`config.mk`:
```
export PLATFORM = sky130hd
export DESIGN_NAME = ahb_sram_ctrl_flat
export DESIGN_NICKNAME = d
export VERILOG_FILES = /design/src/rtl/ahb_sram_pkg.sv /design/src/rtl/ahb_sram_ctrl_if.sv /design/src/rtl/ahb_sram_wbuf.sv /design/src/rtl/ahb_sram_ctrl.sv /design/src/flat_wrapper.sv
export SDC_FILE = /design/constraint.sdc
export NUM_CORES = 1
export LEC_CHECK = 0
export BUFFER_PORTS_ARGS = -buffer_cell sky130_fd_sc_hd__buf_2
export CORE_MARGIN = 4
export CORE_UTILIZATION = 37
export DETAILED_ROUTE_END_ITERATION = 8
export HOLD_SLACK_MARGIN = 0.08
export PLACE_DENSITY = 0.73
export SLEW_MARGIN = 20
export SYNTH_ARGS = -nofsm -noshare
export SYNTH_HDL_FRONTEND = slang
export SYNTH_HIERARCHICAL = 1
export SYNTH_SLANG_ARGS = --single-unit
```
`constraint.sdc`:
```
create_clock -name HCLK -period 4.1 [get_ports HCLK]
set_input_delay 0.205 -clock HCLK [delete_from_list [all_inputs] [get_ports HCLK]]
set_output_delay 0.205 -clock HCLK [all_outputs]
set_load 0.1 [all_outputs]
```
`src/rtl/ahb_sram_pkg.sv`:
```
// Shared AHB encodings, default widths and the transfer byte-lane helper
// used by the AHB-Lite SRAM controller.
package ahb_sram_pkg;

   localparam int AW_DEF       = 15;
   localparam int WORDS_AW_DEF = 13;

   typedef enum logic [1:0] {
      HTRANS_IDLE   = 2'b00,
      HTRANS_BUSY   = 2'b01,
      HTRANS_NONSEQ = 2'b10,
      HTRANS_SEQ    = 2'b11
   } htrans_e;

   typedef enum logic [2:0] {
      HSIZE_BYTE = 3'd0,
      HSIZE_HALF = 3'd1,
      HSIZE_WORD = 3'd2
   } hsize_e;

   // Active-high byte lanes touched by a transfer; anything wider than a word
   // is clamped to the full word.
   function automatic logic [3:0] byte_mask(input logic [2:0] size, input logic [1:0] addr_lo);
      if (size == HSIZE_BYTE)
         return 4'b0001 << addr_lo;
      else if (size == HSIZE_HALF)
         return addr_lo[1] ? 4'b1100 : 4'b0011;
      else
         return 4'b1111;
   endfunction

endpackage

```
`src/rtl/ahb_sram_ctrl_if.sv`:
```
// AHB-Lite bus bundle between the interconnect (master) and the SRAM
// controller (slave).
interface ahb_sram_ctrl_if
   import ahb_sram_pkg::*;
#(
   parameter int AW = AW_DEF
);
   logic          HSEL;
   logic [AW-1:0] HADDR;
   logic [1:0]    HTRANS;
   logic          HWRITE;
   logic [2:0]    HSIZE;
   logic [31:0]   HWDATA;
   logic          HREADY;
   logic          HREADYOUT;
   logic          HRESP;
   logic [31:0]   HRDATA;

   modport master (
      output HSEL, HADDR, HTRANS, HWRITE, HSIZE, HWDATA, HREADY,
      input  HREADYOUT, HRESP, HRDATA
   );

   modport slave (
      input  HSEL, HADDR, HTRANS, HWRITE, HSIZE, HWDATA, HREADY,
      output HREADYOUT, HRESP, HRDATA
   );
endinterface

```
`src/rtl/ahb_sram_wbuf.sv`:
```
// One-entry posted write buffer with read-after-write byte merge: holds the
// last write until the SRAM port is free and patches it into read data.
module ahb_sram_wbuf
   import ahb_sram_pkg::*;
#(
   parameter int WORDS_AW = WORDS_AW_DEF
) (
   input  logic                clk,
   input  logic                rst_n,
   input  logic                load,
   input  logic [WORDS_AW-1:0] load_addr,
   input  logic [3:0]          load_mask,
   input  logic [31:0]         load_data,
   input  logic                drain,
   input  logic                rd_ap,
   input  logic [WORDS_AW-1:0] rd_addr,
   input  logic [31:0]         sram_q,
   output logic                buf_full,
   output logic [WORDS_AW-1:0] buf_addr,
   output logic [3:0]          buf_mask,
   output logic [31:0]         buf_data,
   output logic [31:0]         rdata
);

   logic                buf_full_nxt;
   logic [WORDS_AW-1:0] buf_addr_nxt;
   logic                rd_merge;

   // The hit compare looks at next-state so a write landing in the same cycle
   // as the read address phase is still merged.
   assign buf_full_nxt = load | (buf_full & ~drain);
   assign buf_addr_nxt = load ? load_addr : buf_addr;

   // NOTE: sequential state uses non-blocking assignments so every register
   // samples pre-edge values regardless of statement order.
   always_ff @(posedge clk or negedge rst_n) begin
      if (!rst_n) begin
         buf_full <= 1'b0;
         buf_addr <= '0;
         buf_mask <= '0;
         buf_data <= '0;
         rd_merge <= 1'b0;
      end else begin
         buf_full <= buf_full_nxt;
         rd_merge <= rd_ap & buf_full_nxt & (buf_addr_nxt == rd_addr);
         if (load) begin
            buf_addr <= load_addr;
            buf_mask <= load_mask;
            buf_data <= load_data;
         end
      end
   end

   // NOTE: rdata takes its default before the loop so no path leaves it
   // unassigned and no latch is inferred.
   always_comb begin
      rdata = sram_q;
      for (int i = 0; i < 4; i++) begin
         if (rd_merge && buf_mask[i])
            rdata[8*i +: 8] = buf_data[8*i +: 8];
      end
   end

   // A load into a still-full, non-draining buffer would silently lose a write.
   a_no_overwrite: assert property (@(posedge clk) disable iff (!rst_n)
      !(load && buf_full && !drain));

endmodule

```
`src/rtl/ahb_sram_ctrl.sv`:
```
// AHB-Lite subordinate for a single-port 8192x32 byte-enabled SRAM: zero-wait
// reads, posted writes through a one-entry buffer, reads always win the port.
module ahb_sram_ctrl
   import ahb_sram_pkg::*;
#(
   parameter int AW       = AW_DEF,
   parameter int WORDS_AW = WORDS_AW_DEF
) (
   input  logic                HCLK,
   input  logic                HRESETn,
   ahb_sram_ctrl_if.slave      ahb,
   input  logic [31:0]         SRAM_Q,
   output logic                SRAM_CEN,
   output logic                SRAM_GWEN,
   output logic [3:0]          SRAM_BEN,
   output logic [WORDS_AW-1:0] SRAM_A,
   output logic [31:0]         SRAM_D
);

   logic                acc, rd_ap, wr_ap;
   logic [WORDS_AW-1:0] ap_word;
   logic                wr_dp, rd_dp;
   logic [WORDS_AW-1:0] wr_addr;
   logic [3:0]          wr_mask;
   logic [WORDS_AW-1:0] a_hold;
   logic [31:0]         d_hold;
   logic                buf_full, drain;
   logic [WORDS_AW-1:0] buf_addr;
   logic [3:0]          buf_mask;
   logic [31:0]         buf_data;
   logic [31:0]         merged_q;

   assign acc     = ahb.HSEL & ahb.HREADY & ahb.HTRANS[1];
   assign rd_ap   = acc & ~ahb.HWRITE;
   assign wr_ap   = acc & ahb.HWRITE;
   assign ap_word = ahb.HADDR[AW-1:2];
   assign drain   = buf_full & ~rd_ap;

   always_ff @(posedge HCLK or negedge HRESETn) begin
      if (!HRESETn) begin
         wr_dp   <= 1'b0;
         rd_dp   <= 1'b0;
         wr_addr <= '0;
         wr_mask <= '0;
         a_hold  <= '0;
         d_hold  <= '0;
      end else begin
         wr_dp  <= wr_ap;
         rd_dp  <= rd_ap;
         a_hold <= SRAM_A;
         d_hold <= SRAM_D;
         if (wr_ap) begin
            wr_addr <= ap_word;
            wr_mask <= byte_mask(ahb.HSIZE, ahb.HADDR[1:0]);
         end
      end
   end

   // Idle cycles replay the last address/data so the SRAM pins do not toggle.
   always_comb begin
      SRAM_CEN  = 1'b1;
      SRAM_GWEN = 1'b1;
      SRAM_BEN  = 4'hF;
      SRAM_A    = a_hold;
      SRAM_D    = d_hold;
      if (rd_ap) begin
         SRAM_CEN = 1'b0;
         SRAM_A   = ap_word;
      end else if (buf_full) begin
         SRAM_CEN  = 1'b0;
         SRAM_GWEN = 1'b0;
         SRAM_BEN  = ~buf_mask;
         SRAM_A    = buf_addr;
         SRAM_D    = buf_data;
      end
   end

   ahb_sram_wbuf #(.WORDS_AW(WORDS_AW)) u_wbuf (
      .clk       (HCLK),
      .rst_n     (HRESETn),
      .load      (wr_dp),
      .load_addr (wr_addr),
      .load_mask (wr_mask),
      .load_data (ahb.HWDATA),
      .drain     (drain),
      .rd_ap     (rd_ap),
      .rd_addr   (ap_word),
      .sram_q    (SRAM_Q),
      .buf_full  (buf_full),
      .buf_addr  (buf_addr),
      .buf_mask  (buf_mask),
      .buf_data  (buf_data),
      .rdata     (merged_q)
   );

   assign ahb.HREADYOUT = 1'b1;
   assign ahb.HRESP     = 1'b0;
   assign ahb.HRDATA    = rd_dp ? merged_q : 32'h0;

endmodule

```
`src/flat_wrapper.sv`:
```
// flat-port wrapper written by rule: the top's interface ports become plain ports
module ahb_sram_ctrl_flat import ahb_sram_pkg::*;
#(
   parameter int AW       = AW_DEF,
   parameter int WORDS_AW = WORDS_AW_DEF
)
  (HCLK, HRESETn, SRAM_Q, SRAM_CEN, SRAM_GWEN, SRAM_BEN, SRAM_A, SRAM_D, ahb_HSEL, ahb_HADDR, ahb_HTRANS, ahb_HWRITE, ahb_HSIZE, ahb_HWDATA, ahb_HREADY, ahb_HREADYOUT, ahb_HRESP, ahb_HRDATA);
  ahb_sram_ctrl_if #(.AW(AW)) ahb_i ();
  input  logic HCLK;
  input  logic HRESETn;
  input  logic [31:0] SRAM_Q;
  output logic SRAM_CEN;
  output logic SRAM_GWEN;
  output logic [3:0] SRAM_BEN;
  output logic [WORDS_AW-1:0] SRAM_A;
  output logic [31:0] SRAM_D;
  input wire logic [$bits(ahb_i.HSEL)-1:0] ahb_HSEL;
  input wire logic [$bits(ahb_i.HADDR)-1:0] ahb_HADDR;
  input wire logic [$bits(ahb_i.HTRANS)-1:0] ahb_HTRANS;
  input wire logic [$bits(ahb_i.HWRITE)-1:0] ahb_HWRITE;
  input wire logic [$bits(ahb_i.HSIZE)-1:0] ahb_HSIZE;
  input wire logic [$bits(ahb_i.HWDATA)-1:0] ahb_HWDATA;
  input wire logic [$bits(ahb_i.HREADY)-1:0] ahb_HREADY;
  output wire logic [$bits(ahb_i.HREADYOUT)-1:0] ahb_HREADYOUT;
  output wire logic [$bits(ahb_i.HRESP)-1:0] ahb_HRESP;
  output wire logic [$bits(ahb_i.HRDATA)-1:0] ahb_HRDATA;
  assign ahb_i.HSEL = ahb_HSEL;
  assign ahb_i.HADDR = ahb_HADDR;
  assign ahb_i.HTRANS = ahb_HTRANS;
  assign ahb_i.HWRITE = ahb_HWRITE;
  assign ahb_i.HSIZE = ahb_HSIZE;
  assign ahb_i.HWDATA = ahb_HWDATA;
  assign ahb_i.HREADY = ahb_HREADY;
  assign ahb_HREADYOUT = ahb_i.HREADYOUT;
  assign ahb_HRESP = ahb_i.HRESP;
  assign ahb_HRDATA = ahb_i.HRDATA;
  ahb_sram_ctrl #(.AW(AW), .WORDS_AW(WORDS_AW)) u_core (.HCLK(HCLK), .HRESETn(HRESETn), .ahb(ahb_i), .SRAM_Q(SRAM_Q), .SRAM_CEN(SRAM_CEN), .SRAM_GWEN(SRAM_GWEN), .SRAM_BEN(SRAM_BEN), .SRAM_A(SRAM_A), .SRAM_D(SRAM_D));
endmodule
```
==> key figures <==
Setup path
  • Crit Path Class: reg2out
  • Worst r2r path cells: 3
  • CP endpoint kind: output port
  • WP depth: 4
  • Slowest Stage Delay on Critical Path: 0.90 ns
  • Critical path's slowest cell: dfrtp_1
  • Kind of start point of the critical path: register
  • Worst Path Arrival: 2.66 ns
  • Data required time of the worst path: 3.89 ns
  • R2R Setup Slk: 2.02 ns
  • CP Max Fanout: 37
  • Delay-heaviest family, CP: flip-flops
  • Crit path buffers/inverters: 2
  • Crit-path cells: nand2_4 > inv_4 > mux2_2 > buf_2

Clocking
  • Post-CTS Setup Bufs: 0
  • Max Buffers Root-to-Sink: 2
  • Worst-path clk slew: 0.05 ns
  • Clock Sinks: roughly 120
  • Num CTS Buffers: 17
  • CTS tree: yes
  • H-tree levels: 4
  • CTS root buf: clkbuf_16
  • Worst skew pair latency: 0.40 ns

Yosys
  • Syn Inst Count: 380
  • Mapped Nets: 469
  • Post-synthesis mux area share: 0.318
  • Syn avg cell area: roughly 14 µm²
  • Synth top area share: 0.541
  • Adder-Cell Fraction of Synth Area: 0
  • Compound-gate portion of the synthesized area: 0.0198
  • Largest family of logic cells by synthesized area: multiplexers
  • Post-synthesis sequential area ratio: 0.541
  • Xor and xnor area share after synthesis: 0.0214
  • Synth Area in Simple Gates: 0.0715
  • Netlist cell types: 26
  • Synth Cell Area: ~5300 µm²
  • Largest area contributor in the netlist: dfrtp_1
  • Ranking of synthesized cells by area: dfrtp_1, mux2_2, mux2_4
  • Synth warn: 6
  • Synth Register Bits: ~120

Global routing
  • Vias in the first global route: 4113
  • Total Routing Usage GR: 0.157
  • Initial antenna violation count: 2
  • First-pass GRT wire length: 20200 µm
  • Largest net degree at the start of global routing: 76
  • GRT overflow: 0

Detailed routing
  • Vias per cell: 4.74
  • DRC viols: 0
  • DR pass1 iterations: 4
  • Wire per inst: 15.8 µm
  • Remaining antenna violation count: 0
  • Final WL: ~12000 µm
  • Initial DRC count: around 110
  • DR vias: 3729

STA
  • Min cycle time layout: 2.86 ns
  • Maximum clock frequency: 350 MHz
  • Rel. slew slack: 0.394
  • Worst-Margin Slew: between 0.9 and 1 ns
  • Final hold vios: 0
  • Setup TNS: 0 ns
  • Tcrit/Tclk final: 0.698
  • RSZ-0062 raised after global routing: no
  • Worst Skew: ~0.010 ns
  • Final setup viols: 0
  • WHS: roughly 0.10 ns
  • Max-slew violation count: 0

Min path
  • Hold depth: 2
  • Worst hold path type: in2reg

Power
  • PD cells: 886 nW/µm²
  • Leak Pwr: approximately 0.0035 µW
  • Worst vdd ir: ~0.7 mV

Layout
  • Area growth syn-to-layout: 37.3%
  • ANT cells: 0
  • Commonest cells after routing, fill and taps aside: buf_2, dfrtp_1, mux2_2, dlygate4sd3_1, and2_1
  • Commonest non-fill, non-tap cell in the layout: buf_2
  • Fillers: approximately 1200
  • Share of cells above drive strength 1: 0.550
  • Final Cell Area: 7300 µm²
  • # nets final: 685

Die
  • Die width: 128 µm
  • Rows: 43
  • Starting Density: 0.380
  • Die area: roughly 16000 µm²
  • IO Count: ~170
  • Die Ht: 128 µm
  • Core Region: 14000 µm²

Place
  • Post-DP HPWL: 8710 µm
  • Dpl cell area: 6290 µm²
  • RePlAce Congestion: 0.781
  • Port buffer count: 170

Job
  • MaxCap Viol Count: 0

Run status
  • Status: finished clean
## cells by family (layout without fill, tap and decap cells)
logic type	count (synthesis)	count (layout)
buf+inv	23	250
compound gates	20	20
simple gates	65	65
flops	115	115
other cells	2	2
xor+xnor	13	13
mux	142	142
## routing by layer
metal | global-route usage | share of wire
met3 | 0.0550 | 0.077
met4 | 0.0518 | 0.015
met1 | 0.185 | 0.40
met5 | 0 | 0.0017
met2 | 0.268 | 0.50
## through the flow
step	util	setup WS [ns]	std cells	power, µW
finish	0.522	1.24	787	6470
global route	0.522	1.07	787	6750
CTS	0.522	1.16	787	6550
detailed placement	0.450	1.60	714	5050
global placement	0.450	1.60	714	4990
floorplan	-	1.41	380	4570
## area by class of cell
cell class / count / area (µm²) / area share
flip-flops and latches: 115 / 2880 / 0.394
multi-input cells: 242 / 2300 / 0.315
repair buffers: 215 / 1300 / 0.178
clock buffers: 25 / 505 / 0.0692
well taps: 180 / 225 / 0.0308
clock inverters: 5 / 75.1 / 0.0103
inverters: 5 / 21.3 / 0.00291
## path summary, 6_finish.rpt
check / endpoint / startpoint
worst max-delay path: SRAM_D[3] / u_core/u_wbuf/buf_full
max in group asynchronous: u_core/u_wbuf/buf_data[27] / HRESETn
worst min-delay path: u_core/wr_addr[9] / ahb_HADDR[11]
worst max register to register: u_core/d_hold[3] / u_core/u_wbuf/buf_full
worst min register to register: u_core/wr_mask[3] / u_core/wr_mask[3]
min in group asynchronous: u_core/a_hold[12] / HRESETn
## power breakdown
part	switching [µW]	internal (µW)	total, µW
registers	196	1530	1730
logic	2570	746	3320
clock network	461	963	1420
## Yosys cell counts, drive strengths merged
cell,n
mux2,129
dfrtp,115
and2,32
nor2,16
a21oi,14
buf,14
mux2i,13
xnor2,13
nand2,9
inv,5
clkbuf,4
nand4,4
o21ai,4
a21o,2
conb,2
nand3,1
nand4b,1
nor2b,1
nor4,1
## sequential cells by signal, indices dropped and copies added (netlist names)
signal / count
u_core/u_wbuf/buf_full: 1
u_core/u_wbuf/buf_data: 32
u_core/rd_dp: 1
u_core/wr_mask: 4
u_core/wr_addr: 13
u_core/u_wbuf/buf_mask: 4
u_core/wr_dp: 1
u_core/a_hold: 13
u_core/u_wbuf/buf_addr: 13
u_core/u_wbuf/rd_merge: 1
u_core/d_hold: 32
## timing repair
action,in CTS,in global routing
setup endpoints to repair,0,0
hold buffers,43,0
hold endpoints to repair,116,0
gates resized for setup,0,0
(Power assumes the default switching activity.)
